<file path="src/rtl/timer_ctrl_if.sv">
// Kitchen-timer controller bundle: keypad/start/stop in, countdown-chain controls out.
// Latency: none, plain wires between controller, keypad front end and digit chain.
// Backpressure: none, every strobe is a single-cycle event with no ready signal.
interface timer_ctrl_if;
  logic       key_valid;
  logic [3:0] key_digit;
  logic       start;
  logic       stop;
  logic       chain_zero;
  logic [3:0] data_tens;
  logic [3:0] data_ones;
  logic       loadn;
  logic       clrn;
  logic       enable;
  logic       alarm;
  logic       busy;
  logic       key_err;

  // Controller side.
  modport master (
    input  key_valid, key_digit, start, stop, chain_zero,
    output data_tens, data_ones, loadn, clrn, enable, alarm, busy, key_err
  );

  // Keypad / digit-chain side.
  modport slave (
    output key_valid, key_digit, start, stop, chain_zero,
    input  data_tens, data_ones, loadn, clrn, enable, alarm, busy, key_err
  );
endinterface

</file>
<file path="src/rtl/timer_ctrl.sv">
// Kitchen-timer controller: keypad preset entry, load/run/pause/alarm sequencing of a BCD countdown chain.
// Latency: all outputs registered; first count enable TICK_DIV cycles after entering RUN.
// Backpressure: none; strobes act on the cycle they are seen. Macro TIMER_CTRL_RELOAD_EN keeps the preset across IDLE.
module timer_ctrl #(
  parameter int TICK_DIV    = 1000,
  parameter int ALARM_TICKS = 8
) (
  input logic          clock,
  input logic          clr,
  timer_ctrl_if.master ctl
);

  localparam int PW = (TICK_DIV > 1) ? $clog2(TICK_DIV) : 1;
  localparam int AW = $clog2(ALARM_TICKS + 1);
  localparam logic [PW-1:0] PMAX = PW'(TICK_DIV - 1);
  localparam logic [AW-1:0] AMAX = AW'(ALARM_TICKS - 1);

  typedef enum logic [2:0] {IDLE, LOAD, RUN, PAUSE, DONE} state_t;

  state_t        state, state_n;
  logic [PW-1:0] presc, presc_n;
  logic [AW-1:0] acnt, acnt_n;
  logic [3:0]    tens_q, tens_n;
  logic [3:0]    ones_q, ones_n;
  logic          loadn_q, clrn_q, clrn_n;
  logic          enable_q, enable_n;
  logic          alarm_q, busy_q;
  logic          key_err_q, key_err_n;
  logic          wrap;
  logic          to_idle;

  // Next-state, prescaler, preset and strobe decisions.
  always_comb begin
    state_n   = state;
    presc_n   = presc;
    acnt_n    = acnt;
    tens_n    = tens_q;
    ones_n    = ones_q;
    clrn_n    = 1'b1;
    enable_n  = 1'b0;
    key_err_n = 1'b0;
    to_idle   = 1'b0;
    wrap      = (presc == PMAX);

    case (state)
      IDLE: begin
        // A key in the same cycle as start takes precedence; start is dropped.
        if (ctl.key_valid) begin
          if ((ctl.key_digit > 4'd9) || (ones_q > 4'd5)) begin
            key_err_n = 1'b1;
          end else begin
            tens_n = ones_q;
            ones_n = ctl.key_digit;
          end
        end else if (ctl.start) begin
          if ((tens_q == 4'd0) && (ones_q == 4'd0)) begin
            key_err_n = 1'b1;
          end else begin
            state_n = LOAD;
          end
        end
      end

      LOAD: begin
        state_n = RUN;
        presc_n = '0;
      end

      RUN: begin
        // Stop freezes the prescaler and suppresses any tick due this cycle.
        if (ctl.stop) begin
          state_n = PAUSE;
        end else if (ctl.chain_zero && !enable_q) begin
          // Restart the prescaler so the alarm lasts exactly ALARM_TICKS full ticks.
          state_n = DONE;
          presc_n = '0;
          acnt_n  = '0;
        end else begin
          presc_n  = wrap ? '0 : presc + 1'b1;
          enable_n = wrap;
        end
      end

      PAUSE: begin
        if (ctl.stop) begin
          to_idle = 1'b1;
        end else if (ctl.start) begin
          state_n = RUN;
        end
      end

      DONE: begin
        presc_n = wrap ? '0 : presc + 1'b1;
        if (ctl.stop) begin
          to_idle = 1'b1;
        end else if (wrap) begin
          if (acnt == AMAX) begin
            to_idle = 1'b1;
          end else begin
            acnt_n = acnt + 1'b1;
          end
        end
      end

      default: state_n = IDLE;
    endcase

    // Returning to IDLE after an abort or alarm clears the chain for one cycle.
    if (to_idle) begin
      state_n = IDLE;
      clrn_n  = 1'b0;
      presc_n = '0;
      acnt_n  = '0;
`ifdef TIMER_CTRL_RELOAD_EN
      tens_n  = tens_q;
      ones_n  = ones_q;
`else
      tens_n  = 4'd0;
      ones_n  = 4'd0;
`endif
    end
  end

  // State and registered outputs; level outputs decoded from the next state.
  always_ff @(posedge clock) begin
    if (clr) begin
      state     <= IDLE;
      presc     <= '0;
      acnt      <= '0;
      tens_q    <= 4'd0;
      ones_q    <= 4'd0;
      loadn_q   <= 1'b1;
      clrn_q    <= 1'b0;
      enable_q  <= 1'b0;
      alarm_q   <= 1'b0;
      busy_q    <= 1'b0;
      key_err_q <= 1'b0;
    end else begin
      state     <= state_n;
      presc     <= presc_n;
      acnt      <= acnt_n;
      tens_q    <= tens_n;
      ones_q    <= ones_n;
      loadn_q   <= (state_n != LOAD);
      clrn_q    <= clrn_n;
      enable_q  <= enable_n;
      alarm_q   <= (state_n == DONE);
      busy_q    <= (state_n == LOAD) || (state_n == RUN) || (state_n == PAUSE);
      key_err_q <= key_err_n;
    end
  end

  assign ctl.data_tens = tens_q;
  assign ctl.data_ones = ones_q;
  assign ctl.loadn     = loadn_q;
  assign ctl.clrn      = clrn_q;
  assign ctl.enable    = enable_q;
  assign ctl.alarm     = alarm_q;
  assign ctl.busy      = busy_q;
  assign ctl.key_err   = key_err_q;

endmodule

</file>
<file path="src/flat_wrapper.sv">
// flat-port wrapper written by rule: the top's interface ports become plain ports
module timer_ctrl_flat 
#(
  parameter int TICK_DIV    = 1000,
  parameter int ALARM_TICKS = 8
)
  (clock, clr, ctl_key_valid, ctl_key_digit, ctl_start, ctl_stop, ctl_chain_zero, ctl_data_tens, ctl_data_ones, ctl_loadn, ctl_clrn, ctl_enable, ctl_alarm, ctl_busy, ctl_key_err);
  timer_ctrl_if ctl_i ();
  input logic clock;
  input logic clr;
  input wire logic [$bits(ctl_i.key_valid)-1:0] ctl_key_valid;
  input wire logic [$bits(ctl_i.key_digit)-1:0] ctl_key_digit;
  input wire logic [$bits(ctl_i.start)-1:0] ctl_start;
  input wire logic [$bits(ctl_i.stop)-1:0] ctl_stop;
  input wire logic [$bits(ctl_i.chain_zero)-1:0] ctl_chain_zero;
  output wire logic [$bits(ctl_i.data_tens)-1:0] ctl_data_tens;
  output wire logic [$bits(ctl_i.data_ones)-1:0] ctl_data_ones;
  output wire logic [$bits(ctl_i.loadn)-1:0] ctl_loadn;
  output wire logic [$bits(ctl_i.clrn)-1:0] ctl_clrn;
  output wire logic [$bits(ctl_i.enable)-1:0] ctl_enable;
  output wire logic [$bits(ctl_i.alarm)-1:0] ctl_alarm;
  output wire logic [$bits(ctl_i.busy)-1:0] ctl_busy;
  output wire logic [$bits(ctl_i.key_err)-1:0] ctl_key_err;
  assign ctl_i.key_valid = ctl_key_valid;
  assign ctl_i.key_digit = ctl_key_digit;
  assign ctl_i.start = ctl_start;
  assign ctl_i.stop = ctl_stop;
  assign ctl_i.chain_zero = ctl_chain_zero;
  assign ctl_data_tens = ctl_i.data_tens;
  assign ctl_data_ones = ctl_i.data_ones;
  assign ctl_loadn = ctl_i.loadn;
  assign ctl_clrn = ctl_i.clrn;
  assign ctl_enable = ctl_i.enable;
  assign ctl_alarm = ctl_i.alarm;
  assign ctl_busy = ctl_i.busy;
  assign ctl_key_err = ctl_i.key_err;
  timer_ctrl #(.TICK_DIV(TICK_DIV), .ALARM_TICKS(ALARM_TICKS)) u_core (.clock(clock), .clr(clr), .ctl(ctl_i));
endmodule
</file>
<file path="config.mk">
export PLATFORM = sky130hd
export DESIGN_NAME = timer_ctrl_flat
export DESIGN_NICKNAME = d
export VERILOG_FILES = /design/src/rtl/timer_ctrl_if.sv /design/src/rtl/timer_ctrl.sv /design/src/flat_wrapper.sv
export SDC_FILE = /design/constraint.sdc
export NUM_CORES = 1
export LEC_CHECK = 0
export ABC_AREA = 1
export CAP_MARGIN = 5
export CORE_ASPECT_RATIO = 1.5
export CORE_MARGIN = 5
export CORE_UTILIZATION = 58
export DETAILED_ROUTE_END_ITERATION = 12
export GPL_TIMING_DRIVEN = 0
export PLACE_DENSITY = 0.92
export SLEW_MARGIN = 20
export SYNTH_ARGS = -nofsm -noshare
export SYNTH_HDL_FRONTEND = slang
export SYNTH_SLANG_ARGS = --single-unit
</file>
<file path="constraint.sdc">
create_clock -name clock -period 2.25 [get_ports clock]
set_input_delay 0.45 -clock clock [delete_from_list [all_inputs] [get_ports clock]]
set_output_delay 0.45 -clock clock [all_outputs]
set_load 0.01 [all_outputs]
</file>
==> results.md, run 1 <==
- Post-synth EDFFs: 0
- Fin crit share: 77.4%
- Wire length on met2: 1990 um
- Htree depth: 2
- Primary FF master, synth: dfxtp_1
- Max_cap viols: 0
- Antenna diode count: 0
- Post-Syn Nets: 259
- Setup TNS: 0 ns
- Post-DRT Antenna Nets: 0
- Place WS: 0.287 ns
- Minimum clock period: 1.74 ns
- Crit Path Category: reg -> out
- DRC violations left: 0
- Status: completed
- Worst skew pair latency: 0.29 ns
- Vias in the first global route: 1,655
- Max-slew violation count: 0
- Hpwl dp: 2760 um
- Max rail drop VDD: 0.000497 V
- Slew margin rel.: 77.1%
- Storage cell area: 621 um^2
- First-pass GRT wire length: 6560 um
- Pwr Density: 702 nW/um^2
- Longest Clk Path Bufs: 2
- Post-Syn Area: 1670 um^2
- CTS tree: built
- Critical Path Start: u_core.ctl.data_ones[1]$_SDFFE_PP0P_
- Final Hold Viols: 0
- Gr ovfl total: 0
- Slew of the pin with the lowest slew margin: 0.343 ns
- RR Endpoint: u_core.presc[5]$_SDFFE_PP0P_
- Endpoints failing setup: 0
- Io pins: 24
- Clock transition at the registers of the reported paths: 0.07 ns
- Effective utilization at floorplan: 58.6%
- Fmax: 574 MHz
- Hold path depth: 2
- Top cells by area, synth: dfxtp_1 (37%), nand2_1 (16%), nor2_1 (8.1%), nand3_1 (6.9%), inv_1 (6.1%)
- Initial DRC Count: 30
- Met3 Wirelength: 167 um
- Register area share after synthesis: 37.1%
- Die ar.: 4080 um^2
- Worst setup margin: 0.509 ns
- Nets: 289
- Setup Fix Bufs, Post-CTS: 0
- P_leak: 0.000801 uW
- CTS Hold Bufs: 0
- Fraction of registers with async set/reset: 0%
- Syn Area/Cell: 6.77 um^2
- Row cnt: 24
- Via Count: 1,674
- Share of layout cells above drive strength 1: 13.3%
- P&R area growth vs syn: 24.9%
- Crit Reg-Reg Startpoint: u_core.presc[0]$_SDFFE_PP0P_
- Synth Instances: 247
- DR WL/cell: 11.8 um
- Clk root buf: clkbuf_8
- Largest area contributor in the netlist: dfxtp_1
- Yosys reg bits: 31
- WP depth: 1
- Post-synth top area share: 37.1%
- Drt total wl: 3730 um
- Register-to-register setup slack: 0.61 ns
- Initial antenna violation count: 0
- Largest net degree at the start of global routing: 12
- Top Metal Used: met4
- Core ar.: 2850 um^2
- CP Buf/Inv Count: 1
- List of most frequent post-synthesis cells: nand2_1 (73), nor2_1 (36), dfxtp_1 (31), inv_1 (27), nand3_1 (23)
- Startpoint types: flop
- Post-CTS Resized: 0
- Yosys warnings: 0
- Tightest Hold Check Type: reg -> reg
- Top-count cell post-synth: nand2_1
- Die height: 75.8 um
- CTS Buf Count: 5
- Crit path DAT: 1.29 ns
- CTS Sinks: 31
- RSZ-0062 raised after global routing: no
- Number of port buffers: 23
- Area of the multi-input gates: 902 um^2
- Worst reg2reg path depth: 8
- Yosys cell types: 26
- Max FO, Critical Path: 5
- Detailed Routing Iterations Pass 1: 4
- Routed vias/inst: 5.28
- Clock skew: 0.00946 ns
- DIE WIDTH: 53.8 um
- Worst setup path end: ctl_data_ones[1]
- Critical Path End Type: output pin
- M1 WL: 1400 um
- Slowest-stage cell, CP: clkdlybuf4s50_1
- Gpl congestion: 0.876
- Gr usage total: 21.8%
- Fillers: 228
- Critical path's largest stage delay: 0.58 ns
- Worst path cell trace: clkdlybuf4s50_1
- Worst path top cell family by delay: buffers and inverters
- Required @ worst endpoint: 1.80 ns
## cells in the final DEF (no fill, tap or decap), drive strengths merged, types with 3 or more instances in the layout
| cell type | instances |
|---|---|
| nand3 | 24 |
| dfxtp | 31 |
| nor3 | 4 |
| buf | 3 |
| nand2 | 79 |
| clkbuf | 5 |
| nand4 | 5 |
| nor2 | 43 |
| inv | 29 |
| o21ai | 9 |
| a21oi | 14 |
| clkdlybuf4s50 | 23 |
## power by group
part | internal, uW | switching (uW)
registers | 569 | 16.4
clock network | 442 | 219
logic | 90.8 | 129
total | 1100 | 364
## final cells by class
| class | instances | share of cell area [%] |
|---|---|---|
| buffer | 3 | 1.80 |
| clock buffer | 5 | 3.30 |
| clock inverter | 3 | 3.24 |
| inverter | 29 | 5.34 |
| multi-input combinational | 184 | 43.2 |
| sequential | 31 | 29.7 |
| tap | 39 | 2.34 |
| timing repair buffer | 23 | 11.0 |
## metrics by stage
step           area (um^2)  instances  hold WS [ns]  total power, uW  utilization (%)
2_1_floorplan         1670        247         0.463              736                -
3_3_place_gp          1950        309         0.476              811             68.4
3_5_place_dp          1950        309         0.472              815             68.4
4_1_cts               2090        317         0.488             1470             73.2
5_1_grt               2090        317         0.515             1530             73.2
6_report              2090        317         0.490             1460             73.2
## registers in the layout, summed over array words and instances (netlist names)
name                  cells
u_core.state              3
u_core.ctl.busy           1
u_core.ctl.clrn           1
u_core.ctl.enable         1
u_core.ctl.loadn          1
u_core.ctl.data_tens      4
u_core.ctl.alarm          1
u_core.acnt               4
u_core.ctl.data_ones      4
u_core.ctl.key_err        1
u_core.presc             10
## cells by family after synthesis
kind of cell | Yosys count | synth area share [%]
compound gates | 25 | 10.0
fa+ha+maj | 2 | 1.50
buf+inv | 32 | 8.91
flops | 31 | 37.1
simple gates | 157 | 42.4
## routing by layer
metal	GRT usage (%)	vias up
met3	5.87	19
li1	-	842
met4	14.8	0
met1	20.4	763
met2	39.9	50
met5	0	-
## how the worst min path moves through the flow
stage / startpoint / endpoint / slack (ns)
5_1_grt: u_core.ctl.data_ones[3]$_SDFFE_PP0P_ / u_core.ctl.data_ones[3]$_SDFFE_PP0P_ / 0.52
6_report: u_core.ctl.data_ones[3]$_SDFFE_PP0P_ / u_core.ctl.data_ones[3]$_SDFFE_PP0P_ / 0.49
3_3_place_gp: u_core.ctl.data_ones[3]$_SDFFE_PP0P_ / u_core.ctl.data_ones[3]$_SDFFE_PP0P_ / 0.48
2_1_floorplan: u_core.acnt[3]$_SDFFE_PP0P_ / u_core.acnt[3]$_SDFFE_PP0P_ / 0.46
3_5_place_dp: u_core.ctl.data_ones[3]$_SDFFE_PP0P_ / u_core.ctl.data_ones[3]$_SDFFE_PP0P_ / 0.47
4_1_cts: u_core.ctl.data_ones[3]$_SDFFE_PP0P_ / u_core.ctl.data_ones[3]$_SDFFE_PP0P_ / 0.49
Note: power is estimated with default switching activity, not from simulation.
==> run 2: changes to the inputs <==
CORE_UTILIZATION = 48   (was 58)
PLACE_DENSITY = 0.83   (was 0.92)
clock period = 1.6 ns   (was 2.25 ns; I/O delays follow)
==> run 2 against run 1 <==
Against the previous run: total power grew 19%; hold slack got worse by 0.0026 ns; combinational power up 47%; final area down 0.48%; first-iteration DRC count is 83% higher; critical path type unchanged; non-clock buffer count did not move; critical endpoint is now ctl_data_ones[0]; critical path depth did not move; core utilization shrank 12 points; wire length increased by 6.6%.
==> results.md, run 2 (synthesis gave the netlist of run 1 again) <==
- Hold path depth: 2 (unchanged)
- Post-CTS Resized: 2 (+2)
- DR WL/cell: 12.4 um (+5.6%)
- Die height: 82.3 um (+8.6%)
- Most common cell after layout, fill and taps aside: nand2_1
- Max reg flops: 10 (unchanged)
- Crit Path Category: reg -> out
- Area of the multi-input gates: 935 um^2 (+3.6%)
- Critical Path End Type: output pin
- Io pins: 24 (unchanged)
- GR Layer Usage met1: 17.7% (-2.7 points)
- HP Start: u_core.ctl.data_tens[2]$_SDFFE_PP0P_
- Slew of the pin with the lowest slew margin: 0.377 ns (+0.0337 ns)
- Endpoints failing setup: 0 (unchanged)
- DRC violations left: 0 (unchanged)
- Clk root buf: clkbuf_8
- Worst path cell trace: clkdlybuf4s50_1
- Worst setup margin: 0.0639 ns (-0.445 ns)
- Row cnt: 26 (+8.3%)
- CTS Sinks: 31 (unchanged)
- RR Endpoint: u_core.presc[9]$_SDFFE_PP0P_
- Routed vias/inst: 5.05 (-4.4%)
- Vias in the first global route: 1,584 (-4.3%)
- Critical path's largest stage delay: 0.56 ns (-0.02 ns)
- Max rail drop VDD: 0.000660 V (+33%)
- P&R area growth vs syn: 24.3%
- GR Util met2: 34.3% (-5.6 points)
- Worst skew pair latency: 0.29 ns (about the same)
- GR peak layer: met2
- P_leak: 0.000801 uW (about the same)
- CP Buf/Inv Count: 1 (unchanged)
- Slew margin rel.: 74.8% (-2.3 points)
- Antenna diode count: 0 (unchanged)
- Fillers: 309 (+36%)
- Effective utilization at floorplan: 49.4% (-9.2 points)
- Die ar.: 4790 um^2 (+17%)
- Number of port buffers: 23 (unchanged)
- Final Hold Viols: 0 (unchanged)
- CTS Hold Bufs: 0 (unchanged)
- Startpoint types: flop
- Worst reg2reg path depth: 10 (+2)
- Post-DRT Antenna Nets: 0 (unchanged)
- Fin crit share: 96.0%
- Setup TNS: 0 ns (unchanged)
- Slowest-stage cell, CP: clkdlybuf4s50_1
- Hold EP: u_core.ctl.data_tens[2]$_SDFFE_PP0P_
- Nets: 289 (unchanged)
- Largest Register: u_core.presc
- First-pass GRT wire length: 6730 um (+2.6%)
- Place WS: -0.231 ns (-0.519 ns)
- Status: completed
- Max-slew violation count: 0 (unchanged)
- Largest net degree at the start of global routing: 11 (-1)
- Routing usage on met3: 5.60% (-0.27 points)
- Gpl congestion: 0.844 (-3.7%)
- Gr usage total: 18.6% (-3.3 points)
- Hpwl dp: 2940 um (+6.4%)
- Clock skew: 0.00597 ns (-0.00349 ns)
- Setup Fix Bufs, Post-CTS: 0 (unchanged)
- Tightest Hold Check Type: reg -> reg
- Required @ worst endpoint: 1.28 ns (-0.52 ns)
- Initial antenna violation count: 0 (unchanged)
- Register-to-register setup slack: 0.07 ns (-0.54 ns)
- Gr ovfl total: 0 (unchanged)
- Crit path DAT: 1.22 ns (-0.07 ns)
- Initial DRC Count: 55 (+83%)
- Pwr Density: 842 nW/um^2 (+20%)
- Max FO, Critical Path: 4 (-1)
- Via Count: 1,615 (-3.5%)
- Htree depth: 2 (unchanged)
- Worst path top cell family by delay: buffers and inverters
- Minimum clock period: 1.54 ns
- CTS tree: built
- Crit Reg-Reg Startpoint: u_core.state[0]$_SDFF_PP0_
- Most frequent cells in the layout: nand2_1 (68), nor2_1 (35), inv_1 (27)
- CTS Buf Count: 5 (unchanged)
- Longest Clk Path Bufs: 2 (unchanged)
- Storage cell area: 627 um^2 (+1.0%)
- Max_cap viols: 0 (unchanged)
- Fmax: 651 MHz
- Clock transition at the registers of the reported paths: 0.06 ns (about the same)
- Core ar.: 3380 um^2 (+19%)
- Share of layout cells above drive strength 1: 16.9% (+3.6 points)
- Drt total wl: 3970 um (+6.6%)
- Detailed Routing Iterations Pass 1: 6 (+2)
- DIE WIDTH: 58.2 um (+8.1%)
## run 2: cell count changes in the layout (fill, tap and decap cells not counted), sizes merged
cell           previous run  this run
clkinv                    0         1
clkinvlp                  1         0
dlymetal6s2s              0         1
clkdlybuf4s50            23        22
bufinv                    2         0
clkbuf                    5         7
## run 2: metrics by stage
step	total power (uW)	util [%]	hold WS (ns)	cells	instance area, um^2
after floorplan	1040	-	0.392	247	1670
after global placement	1150	57.8	0.475	312	1950
after detailed placement	1150	57.8	0.481	312	1950
after CTS	1750	60.3	0.490	320	2040
after global routing	1830	61.4	0.508	320	2080
final	1750	61.4	0.487	320	2080
## run 2: how the worst max path moves through the flow
stage                                                     from  slack (ns)                                    to  depth (start not counted)
final                     u_core.ctl.data_ones[0]$_SDFFE_PP0P_        0.06                      ctl_data_ones[0]                          1
after CTS                         u_core.presc[0]$_SDFFE_PP0P_       0.001          u_core.presc[9]$_SDFFE_PP0P_                          8
after global routing                u_core.state[0]$_SDFF_PP0_       -0.02          u_core.presc[9]$_SDFFE_PP0P_                         10
after floorplan                   u_core.presc[0]$_SDFFE_PP0P_        0.25           u_core.acnt[1]$_SDFFE_PP0P_                          8
after detailed placement                      ctl_key_digit[2]       -0.23  u_core.ctl.data_tens[1]$_SDFFE_PP0P_                          7
after global placement                        ctl_key_digit[2]       -0.22  u_core.ctl.data_tens[2]$_SDFFE_PP0P_                          7
## run 2: metal layers
layer	vias up	routed length, um
met5	-	0
li1	842	-
met3	11	183
met4	0	115
met2	41	2100
met1	721	1570
## run 2: power by group
group / total, uW / switching [uW] / internal (uW)
logic: 323 / 192 / 131
clock network: 602 / 297 / 305
registers: 824 / 22.4 / 801
## run 2: worst reg2reg max path, cell delays in order (launching register included)
cell and delay (ns):
dfxtp_1 0.40, inv_1 0.12, nand3_1 0.15, nand3_1 0.20, nand2_4 0.17, inv_2 0.06
buf_6 0.14, nand2_1 0.06, nand2_1 0.05, nand2_1 0.05, nor2_1 0.04
## run 2: cell type report
| type | instances | area share (%) |
|---|---|---|
| clock buffers | 7 | 3.67 |
| multi-input cells | 184 | 45.0 |
| inverters | 29 | 5.36 |
| plain buffers | 3 | 1.81 |
| well taps | 42 | 2.53 |
| flip-flops and latches | 31 | 30.2 |
| clock inverters | 1 | 0.241 |
| repair buffers | 23 | 11.2 |
